[src/rtl/imem_boot_loader.sv]
// Boot loader: packs a little-endian byte stream into 32-bit words, writes them to the
// instruction memory from address 0, and releases the core reset once the program is in.
`timescale 1ns/1ps
module imem_boot_loader #(
  parameter int ADDR_W = 10
) (
  input  logic              clk,
  input  logic              rst,
  input  logic              start,
  input  logic [ADDR_W:0]   len_words,
  input  logic              byte_valid,
  input  logic [7:0]        byte_data,
  output logic              byte_ready,
  output logic              wr_en,
  output logic [ADDR_W-1:0] wr_addr,
  output logic [31:0]       wr_data,
  output logic              core_rst_n,
  output logic              busy,
  output logic              done,
  output logic              err
);
  localparam int DEPTH = 2 ** ADDR_W;
  localparam logic [ADDR_W:0] DEPTH_L = (ADDR_W + 1)'(DEPTH);

  typedef enum logic [1:0] {IDLE, COLLECT, WRITE, DONE} state_t;

  state_t            state;
  logic [ADDR_W:0]   len;
  logic [ADDR_W-1:0] word_cnt;
  logic [1:0]        byte_cnt;
  logic [23:0]       asm_data;
  logic [ADDR_W:0]   word_next;

  // One bit wider than word_cnt so a full-depth load ends without wrapping.
  assign word_next = {1'b0, word_cnt} + (ADDR_W + 1)'(1);

  always_ff @(posedge clk or posedge rst) begin
    if (rst) begin
      state      <= IDLE;
      len        <= '0;
      word_cnt   <= '0;
      byte_cnt   <= '0;
      asm_data   <= '0;
      byte_ready <= 1'b0;
      wr_en      <= 1'b0;
      wr_addr    <= '0;
      wr_data    <= '0;
      core_rst_n <= 1'b0;
      busy       <= 1'b0;
      done       <= 1'b0;
      err        <= 1'b0;
    end else begin
      wr_en <= 1'b0;
      case (state)
        IDLE, DONE: begin
          if (start) begin
            if (len_words > DEPTH_L) begin
              err <= 1'b1;
            end else if (len_words == '0) begin
              err        <= 1'b0;
              done       <= 1'b1;
              core_rst_n <= 1'b1;
              busy       <= 1'b0;
              state      <= DONE;
            end else begin
              len        <= len_words;
              word_cnt   <= '0;
              byte_cnt   <= '0;
              err        <= 1'b0;
              core_rst_n <= 1'b0;
              done       <= 1'b0;
              busy       <= 1'b1;
              byte_ready <= 1'b1;
              state      <= COLLECT;
            end
          end
        end
        COLLECT: begin
          if (byte_valid && byte_ready) begin
            byte_cnt <= byte_cnt + 2'd1;
            // The last byte goes straight into wr_data so it only changes on a write.
            case (byte_cnt)
              2'd0: asm_data[7:0]   <= byte_data;
              2'd1: asm_data[15:8]  <= byte_data;
              2'd2: asm_data[23:16] <= byte_data;
              default: begin
                wr_data    <= {byte_data, asm_data};
                wr_addr    <= word_cnt;
                wr_en      <= 1'b1;
                byte_ready <= 1'b0;
                state      <= WRITE;
              end
            endcase
          end
        end
        WRITE: begin
          if (word_next == len) begin
            done       <= 1'b1;
            core_rst_n <= 1'b1;
            busy       <= 1'b0;
            state      <= DONE;
          end else begin
            word_cnt   <= word_cnt + 1'b1;
            byte_ready <= 1'b1;
            state      <= COLLECT;
          end
        end
        default: state <= IDLE;
      endcase
    end
  end
endmodule

[config.mk]
export PLATFORM = sky130hd
export DESIGN_NAME = imem_boot_loader
export DESIGN_NICKNAME = d
export VERILOG_FILES = /design/src/rtl/imem_boot_loader.sv
export SDC_FILE = /design/constraint.sdc
export NUM_CORES = 1
export LEC_CHECK = 0
export ABC_AREA = 1
export BUFFER_PORTS_ARGS = -buffer_cell sky130_fd_sc_hd__buf_2
export CELL_PAD_IN_SITES_DETAIL_PLACEMENT = 2
export CELL_PAD_IN_SITES_GLOBAL_PLACEMENT = 2
export CORE_UTILIZATION = 33
export CTS_BUF_LIST = sky130_fd_sc_hd__clkbuf_16
export CTS_CLUSTER_DIAMETER = 60
export CTS_CLUSTER_SIZE = 40
export DETAILED_ROUTE_END_ITERATION = 8
export GPL_ROUTABILITY_DRIVEN = 0
export PLACE_DENSITY_LB_ADDON = 0.1
export SYNTH_ARGS = -nofsm -noshare
export SYNTH_HDL_FRONTEND = slang
export SYNTH_SLANG_ARGS = --single-unit
[constraint.sdc]
create_clock -name clk -period 3.8 [get_ports clk]
set_input_delay 0.19 -clock clk [delete_from_list [all_inputs] [get_ports clk]]
set_output_delay 0.19 -clock clk [all_outputs]
set_load 0.02 [all_outputs]
==> results of run 1 <==
==> worst register-to-register path: stages (launching register included) <==
cell	delay (ps)
dfrtp_1	460
ha_1	290
nand3_1	120
inv_1	160
nand3_1	110
nand3_1	90
nand2_1	60
nor2_1	240
nand4_2	220
nand2_2	430
nand2_1	140
o21ai_2	80
==> worst max path at each step <==
stage                            startpoint                      end  slack, ps  cells after the start
global placement    word_cnt[1]$_DFFE_PP0P_  word_cnt[1]$_DFFE_PP0P_       1440                     11
CTS                 word_cnt[1]$_DFFE_PP0P_  word_cnt[9]$_DFFE_PP0P_       1270                     11
finish              word_cnt[1]$_DFFE_PP0P_  word_cnt[9]$_DFFE_PP0P_       1330                     11
floorplan                               rst  asm_data[0]$_DFFE_PP0P_       1100                      1
global route        word_cnt[1]$_DFFE_PP0P_  word_cnt[9]$_DFFE_PP0P_       1140                     11
detailed placement  word_cnt[1]$_DFFE_PP0P_  word_cnt[9]$_DFFE_PP0P_       1310                     11
==> power by group through the flow <==
stage / Combinational (mW) / Clock, mW / Sequential (mW)
floorplan: 0.716 / 0 / 1.59
global route: 1.26 / 1.04 / 1.54
detailed placement: 1.10 / 0 / 1.52
finish: 1.10 / 0.974 / 1.50
global placement: 1.05 / 0 / 1.50
CTS: 1.13 / 0.997 / 1.51
==> metrics by stage <==
stage | instance area [sq um] | setup WS (ps) | cells
detailed placement | 4840 | 1310 | 744
global placement | 4840 | 1440 | 744
CTS | 5160 | 1270 | 760
global route | 5160 | 1140 | 760
finish | 5160 | 1330 | 760
floorplan | 4350 | 1100 | 518
==> cell type report <==
class	count	share of cell area [%]
Timing Repair Buffer	74	7.42
Multi-Input combinational cell	355	32.4
Tap cell	172	4.17
Sequential cell	96	46.5
Inverter	48	3.54
Clock inverter	6	1.62
Clock buffer	9	4.36
==> flip-flops by register name, indices dropped and copies added (netlist names), 2 cells and up <==
register  cells
asm_data     24
wr_data      32
len          11
word_cnt     10
byte_cnt      2
wr_addr      10
state         2
==> cells in the final DEF, fill, tap and decap left out, types with 2 or more instances in the layout <==
master and instances:
a21oi_1 5, mux2_2 2, o21ai_0 53, bufinv_16 2, nand4_1 3, nand2_1 202
o21ai_2 10, dfrtp_1 96, clkbuf_16 9, ha_1 8, nor2_1 16, nor2_2 4
buf_4 3, nand3_1 38, inv_1 46, clkinv_1 3, nand3b_1 3, nor2_4 2
nand2_2 2, buf_2 70
==> metal layers <==
| layer | global-route usage (%) | share of wire, % | routed length (um) |
|---|---|---|---|
| met2 | 36.8 | 52 | 6410 |
| met3 | 2.91 | 2.1 | 259 |
| met4 | 7.51 | 1.7 | 214 |
| met1 | 23.2 | 44 | 5400 |
| met5 | 0 | 0 | 0 |
==> cell families (layout without fill, tap and decap cells) <==
logic type	count (synthesis)	in the layout
flip-flops	96	96
adder cells (fa/ha/maj)	8	8
multiplexers	2	2
AND/OR/NAND/NOR	275	275
buffers and inverters	67	137
AO/OA/AOI/OAI	69	69
XOR/XNOR	1	1
==> results.sh, run 1 <==
export IMPL_cp_arrival_ps=2740
export IMPL_worstSetupPathType="reg -> reg"
export IMPL_layout_min_cycle_time_ps=2470
export IMPL_path_delay_family="simple AND/OR/NAND/NOR gates"
export IMPL_cts_root_buf="clkbuf_16"
export IMPL_multiInputGateArea_sq_mm=0.00167
export IMPL_crit_chain="ha_1 > nand3_1 > inv_1 > nand3_1 > nand3_1 > nand2_1 > nor2_1 > nand4_2 > nand2_2 > nand2_1 > o21ai_2"
export IMPL_regArea_sq_mm=0.00240
export IMPL_routed_wl_um=12300
export IMPL_hp_class="in -> reg"
export IMPL_layout_drive_gt1_share_pct=18.9
export IMPL_cts_tree="yes"
export IMPL_cpPeakStageDelay_ps=460
export IMPL_antennaDiodeCount=0
export IMPL_vias=3645
export IMPL_vdd_drop_max_v=0.000348
export IMPL_yosysTopAreaCellShare_pct=55.3
export IMPL_antenna_found_initial=0
export IMPL_crit_path_end_kind="register"
export IMPL_n_fill_cell=1501
export IMPL_fin_total_pwr_mw=3.57
export IMPL_port_buffer_count=70
export IMPL_intPower_mw=2.24
export IMPL_cts_buffer_depth=2
export IMPL_dieArea_sq_mm=0.0136
export IMPL_reg2reg_to="word_cnt[9]$_DFFE_PP0P_"
export IMPL_synthArstFlopShare_pct=100
export IMPL_synthFlopType="dfrtp_1"
export IMPL_finalMaxSlewViolations=0
export IMPL_crit_fanout=20
export IMPL_yosysSeqAreaShare_pct=55.3
export IMPL_pwr_share_comb_pct=30.7
export IMPL_clk_pin_slew_ps=70
export IMPL_whs_ps=96.8
export IMPL_switchingPower_mw=1.34
export IMPL_relSlewSlack_pct=48.0
export IMPL_synthAdderAreaFrac_pct=2.30
export IMPL_fmax_mhz=405
export IMPL_min_period_over_period_pct=65.0
export IMPL_fp_dieH_um=117
export IMPL_cts_sinks=96
export IMPL_fin_skew_ps=8.50
export IMPL_status="completed"
export IMPL_final_hold_violation_count=0
export IMPL_syn_area_sq_mm=0.00435
export IMPL_initial_core_util_pct=34.2
export IMPL_crit_path_frequent_cell="nand3_1"
export IMPL_grt_use_total_pct=19.9
export IMPL_drc_errors=0
export IMPL_top_level_ports=71
export IMPL_grt_pass1_vias=3993
export IMPL_reg2reg_slack_ps=1330
export IMPL_worstPathBufferInverterCount=1
export IMPL_seqPwrFrac_pct=42.1
export IMPL_crit_path_start_kind="register"
export IMPL_tns_ps=0
export IMPL_power_density_mw_per_mm2=692
export IMPL_ys_top_cells_by_area="dfrtp_1, nand2_1, o21ai_0, nand3_1, inv_1"
export IMPL_routedWlPerCell_um=16.2
export IMPL_p_sw_share_pct=37.4
export IMPL_core_area_sq_mm=0.0127
export IMPL_synth_most_common_cell="nand2_1"
export IMPL_yosys_area_share_simple_pct=26.5
export IMPL_overflow=0
export IMPL_yosys_area_top_type="dfrtp_1"
export IMPL_avgSynthCellArea_sq_um=8.39
export IMPL_hold_depth=2
export IMPL_power_share_clock_pct=27.3
export IMPL_synth_cells=518
export IMPL_cts_resized=0
export IMPL_synth_compound_area_share_pct=8.84
export IMPL_synthToLayoutAreaGrowth_pct=18.8
export IMPL_required_ps=4070
export IMPL_reg2regPathDepth=11
export IMPL_synth_edf_count=0
export IMPL_fin_util_pct=40.6
export IMPL_grt_pass1_wl_um=20200
export IMPL_synth_top_family_by_area="simple AND/OR/NAND/NOR gates"
export IMPL_ys_ff_latch=96
export IMPL_cts_setup_buffers=0
export IMPL_max_cap_viol_count=0
export IMPL_yosys_warnings=0
export IMPL_cts_max_level=3
export IMPL_nets=615
export IMPL_p_leak_nw=2.74
export IMPL_tightest_slew_ps=776
export IMPL_drt_iter0_markers=146
export IMPL_routed_via_density=4.80
export IMPL_synth_xor_area_share_pct=0.202
export IMPL_cts_buffers=9
export IMPL_synthMuxAreaShare_pct=0.518
export IMPL_insertion_delay_ps=350
export IMPL_drtPass1Iterations=4
export IMPL_slowest_stage="dfrtp_1"
export IMPL_rsz0062_at_grt="false"
export IMPL_worstHoldEndpoint="len[4]$_DFFE_PP0P_"
export IMPL_dp_hpwl_um=8740
export IMPL_reg2reg_from="word_cnt[1]$_DFFE_PP0P_"
export IMPL_synth_cell_types=28
export IMPL_grt_start_max_net_pins=60
export IMPL_synthTopCellsByCount="nand2_1, dfrtp_1, o21ai_0, inv_1, nand3_1"
export IMPL_cts_hold_buffers=1
export IMPL_setup_viol=0
export IMPL_ant_nets=0
export IMPL_die_w_um=117
export IMPL_fp_row_count=41
export IMPL_syn_nets=549
export IMPL_min_delay_start="len_words[4]"
(Power assumes the default switching activity.)
==> inputs of run 2 (changes only) <==
CORE_UTILIZATION = 30   (was 33)
clock period = 2.2 ns   (was 3.8 ns; I/O delays follow)
==> run 2 against run 1 <==
Compared with the run above:
- hold slack got worse by 81 ps
- worst setup slack worse by 1100 ps
- clock power increased by 78%
- final area is 2.6% higher
- clock skew down 1.6 ps
- die area increased by 9.8%
- critical endpoint is now word_cnt[7]$_DFFE_PP0P_
- highest routed layer unchanged
==> results.sh, run 2 (synthesis gave the netlist of run 1 again) <==
export IMPL_status="completed"
export IMPL_layout_min_cycle_time_ps=2020
export IMPL_insertion_delay_ps=350
export IMPL_crit_path_start_kind="register"
export IMPL_nets=620
export IMPL_tightest_slew_ps=744
export IMPL_dieArea_sq_mm=0.0150
export IMPL_rsz0062_at_grt="true"
export IMPL_final_hold_violation_count=0
export IMPL_vdd_drop_max_v=0.000431
export IMPL_dp_hpwl_um=9030
export IMPL_ant_nets=0
export IMPL_final_common_cell="nand2_1"
export IMPL_finalMaxSlewViolations=0
export IMPL_fin_total_pwr_mw=6.31
export IMPL_reg2reg_to="word_cnt[7]$_DFFE_PP0P_"
export IMPL_largest_reg_flops=32
export IMPL_drc_errors=0
export IMPL_antennaDiodeCount=0
export IMPL_synthToLayoutAreaGrowth_pct=21.9
export IMPL_crit_path_end_kind="register"
export IMPL_layout_drive_gt1_share_pct=21.0
export IMPL_final_cell_mix="nand2_1, dfrtp_1, buf_2"
export IMPL_grt_pass1_wl_um=20300
export IMPL_cts_buffer_depth=2
export IMPL_design_area_sq_mm=0.00530
export IMPL_antenna_found_initial=0
export IMPL_setup_viol=0
export IMPL_worstHoldEndpoint="len[4]$_DFFE_PP0P_"
export IMPL_port_buffer_count=70
export IMPL_fin_skew_ps=6.92
export IMPL_grt_use_total_pct=17.7
export IMPL_regMostFlops="wr_data"
export IMPL_n_fill_cell=1602
export IMPL_vias=3630
export IMPL_fin_util_pct=37.9
export IMPL_reg2reg_from="word_cnt[0]$_DFFE_PP0P_"
export IMPL_grt_start_max_net_pins=60
export IMPL_routed_wl_um=11900
export IMPL_routedWlPerCell_um=15.4
export IMPL_largestRegisters="wr_data (32), asm_data (24), len (11)"
export IMPL_fmax_mhz=496
export IMPL_max_cap_viol_count=0
export IMPL_cts_tree="yes"
export IMPL_dp_cells=757
export IMPL_tns_ps=0
export IMPL_crit_fanout=20
export IMPL_top_level_ports=71
export IMPL_reg2reg_slack_ps=180
export IMPL_hp_class="in -> reg"
export IMPL_grt_pass1_vias=3997
export IMPL_cts_max_level=3
export IMPL_cp_arrival_ps=2290
export IMPL_drtPass1Iterations=4
export IMPL_cts_setup_buffers=0
export IMPL_required_ps=2470
export IMPL_reg2regPathDepth=13
export IMPL_clk_pin_slew_ps=70
export IMPL_fp_row_count=43
export IMPL_core_area_sq_mm=0.0140
export IMPL_min_delay_start="len_words[4]"
export IMPL_hold_depth=2
export IMPL_cts_buffers=9
export IMPL_p_leak_nw=2.79
export IMPL_cts_sinks=96
export IMPL_drt_iter0_markers=118
export IMPL_overflow=0
export IMPL_die_w_um=122
export IMPL_cts_root_buf="clkbuf_16"
export IMPL_worstSetupPathType="reg -> reg"
export IMPL_initial_core_util_pct=31.1
export IMPL_fp_dieH_um=122
export IMPL_placed_area_sq_mm=0.00494
export IMPL_min_period_over_period_pct=91.7
export IMPL_stdcell_count=774
export IMPL_relSlewSlack_pct=50.3
export IMPL_routed_via_density=4.69
export IMPL_power_density_mw_per_mm2=1190
==> run 2: worst max-delay path: stages (launching register included) <==
cell	delay [ps]
dfrtp_2	450
ha_2	220
nand3_1	100
inv_1	90
nand2_1	100
nand2_1	80
nand3_1	70
nand2_1	50
nor2_1	190
nand4_4	170
nand2_2	120
buf_12	160
nand2_1	80
o21ai_2	60
==> run 2: layout make-up <==
| cell class | count | area, sq um | area share, % |
|---|---|---|---|
| multi-input cells | 355 | 1690 | 31.9 |
| flip-flops and latches | 96 | 2400 | 45.4 |
| inverters | 48 | 184 | 3.47 |
| clock buffers | 9 | 225 | 4.25 |
| repair buffers | 79 | 470 | 8.88 |
| clock inverters | 7 | 100 | 1.89 |
| well taps | 180 | 225 | 4.25 |
==> run 2: power by group <==
| part | switching (mW) | total [mW] | internal [mW] |
|---|---|---|---|
| Combinational | 1.28 | 2.00 | 0.716 |
| Sequential | 0.327 | 2.59 | 2.26 |
| Clock | 0.719 | 1.73 | 1.01 |
| Total | 2.33 | 6.31 | 3.99 |
==> run 2: metal layers <==
metal	routed length, um	up-vias	GRT usage (%)
li1	-	1777	-
met1	5550	1792	22.7
met2	5910	50	30.0
met3	254	11	2.14
met4	198	0	7.09
met5	0	-	0
==> run 2: repair_timing <==
action,CTS,global route
resized for setup,0,7
endpoints found under the hold margin,28,0
endpoints found under the setup margin,0,13
hold buffers,1,0
==> run 2: worst max path at each step <==
| stage | from | end |
|---|---|---|
| floorplan | word_cnt[0]$_DFFE_PP0P_ | word_cnt[2]$_DFFE_PP0P_ |
| global placement | word_cnt[1]$_DFFE_PP0P_ | word_cnt[5]$_DFFE_PP0P_ |
| detailed placement | word_cnt[1]$_DFFE_PP0P_ | word_cnt[4]$_DFFE_PP0P_ |
| CTS | word_cnt[1]$_DFFE_PP0P_ | word_cnt[7]$_DFFE_PP0P_ |
| global route | word_cnt[1]$_DFFE_PP0P_ | word_cnt[6]$_DFFE_PP0P_ |
| finish | word_cnt[0]$_DFFE_PP0P_ | word_cnt[7]$_DFFE_PP0P_ |
==> run 2: through the flow <==
stage          hold WS, ps  setup slack, ps
6_report              15.3              184
5_1_grt               18.7            -10.3
4_1_cts               3.12             58.7
3_5_place_dp           284             83.1
3_3_place_gp           282              227
2_1_floorplan          260              485
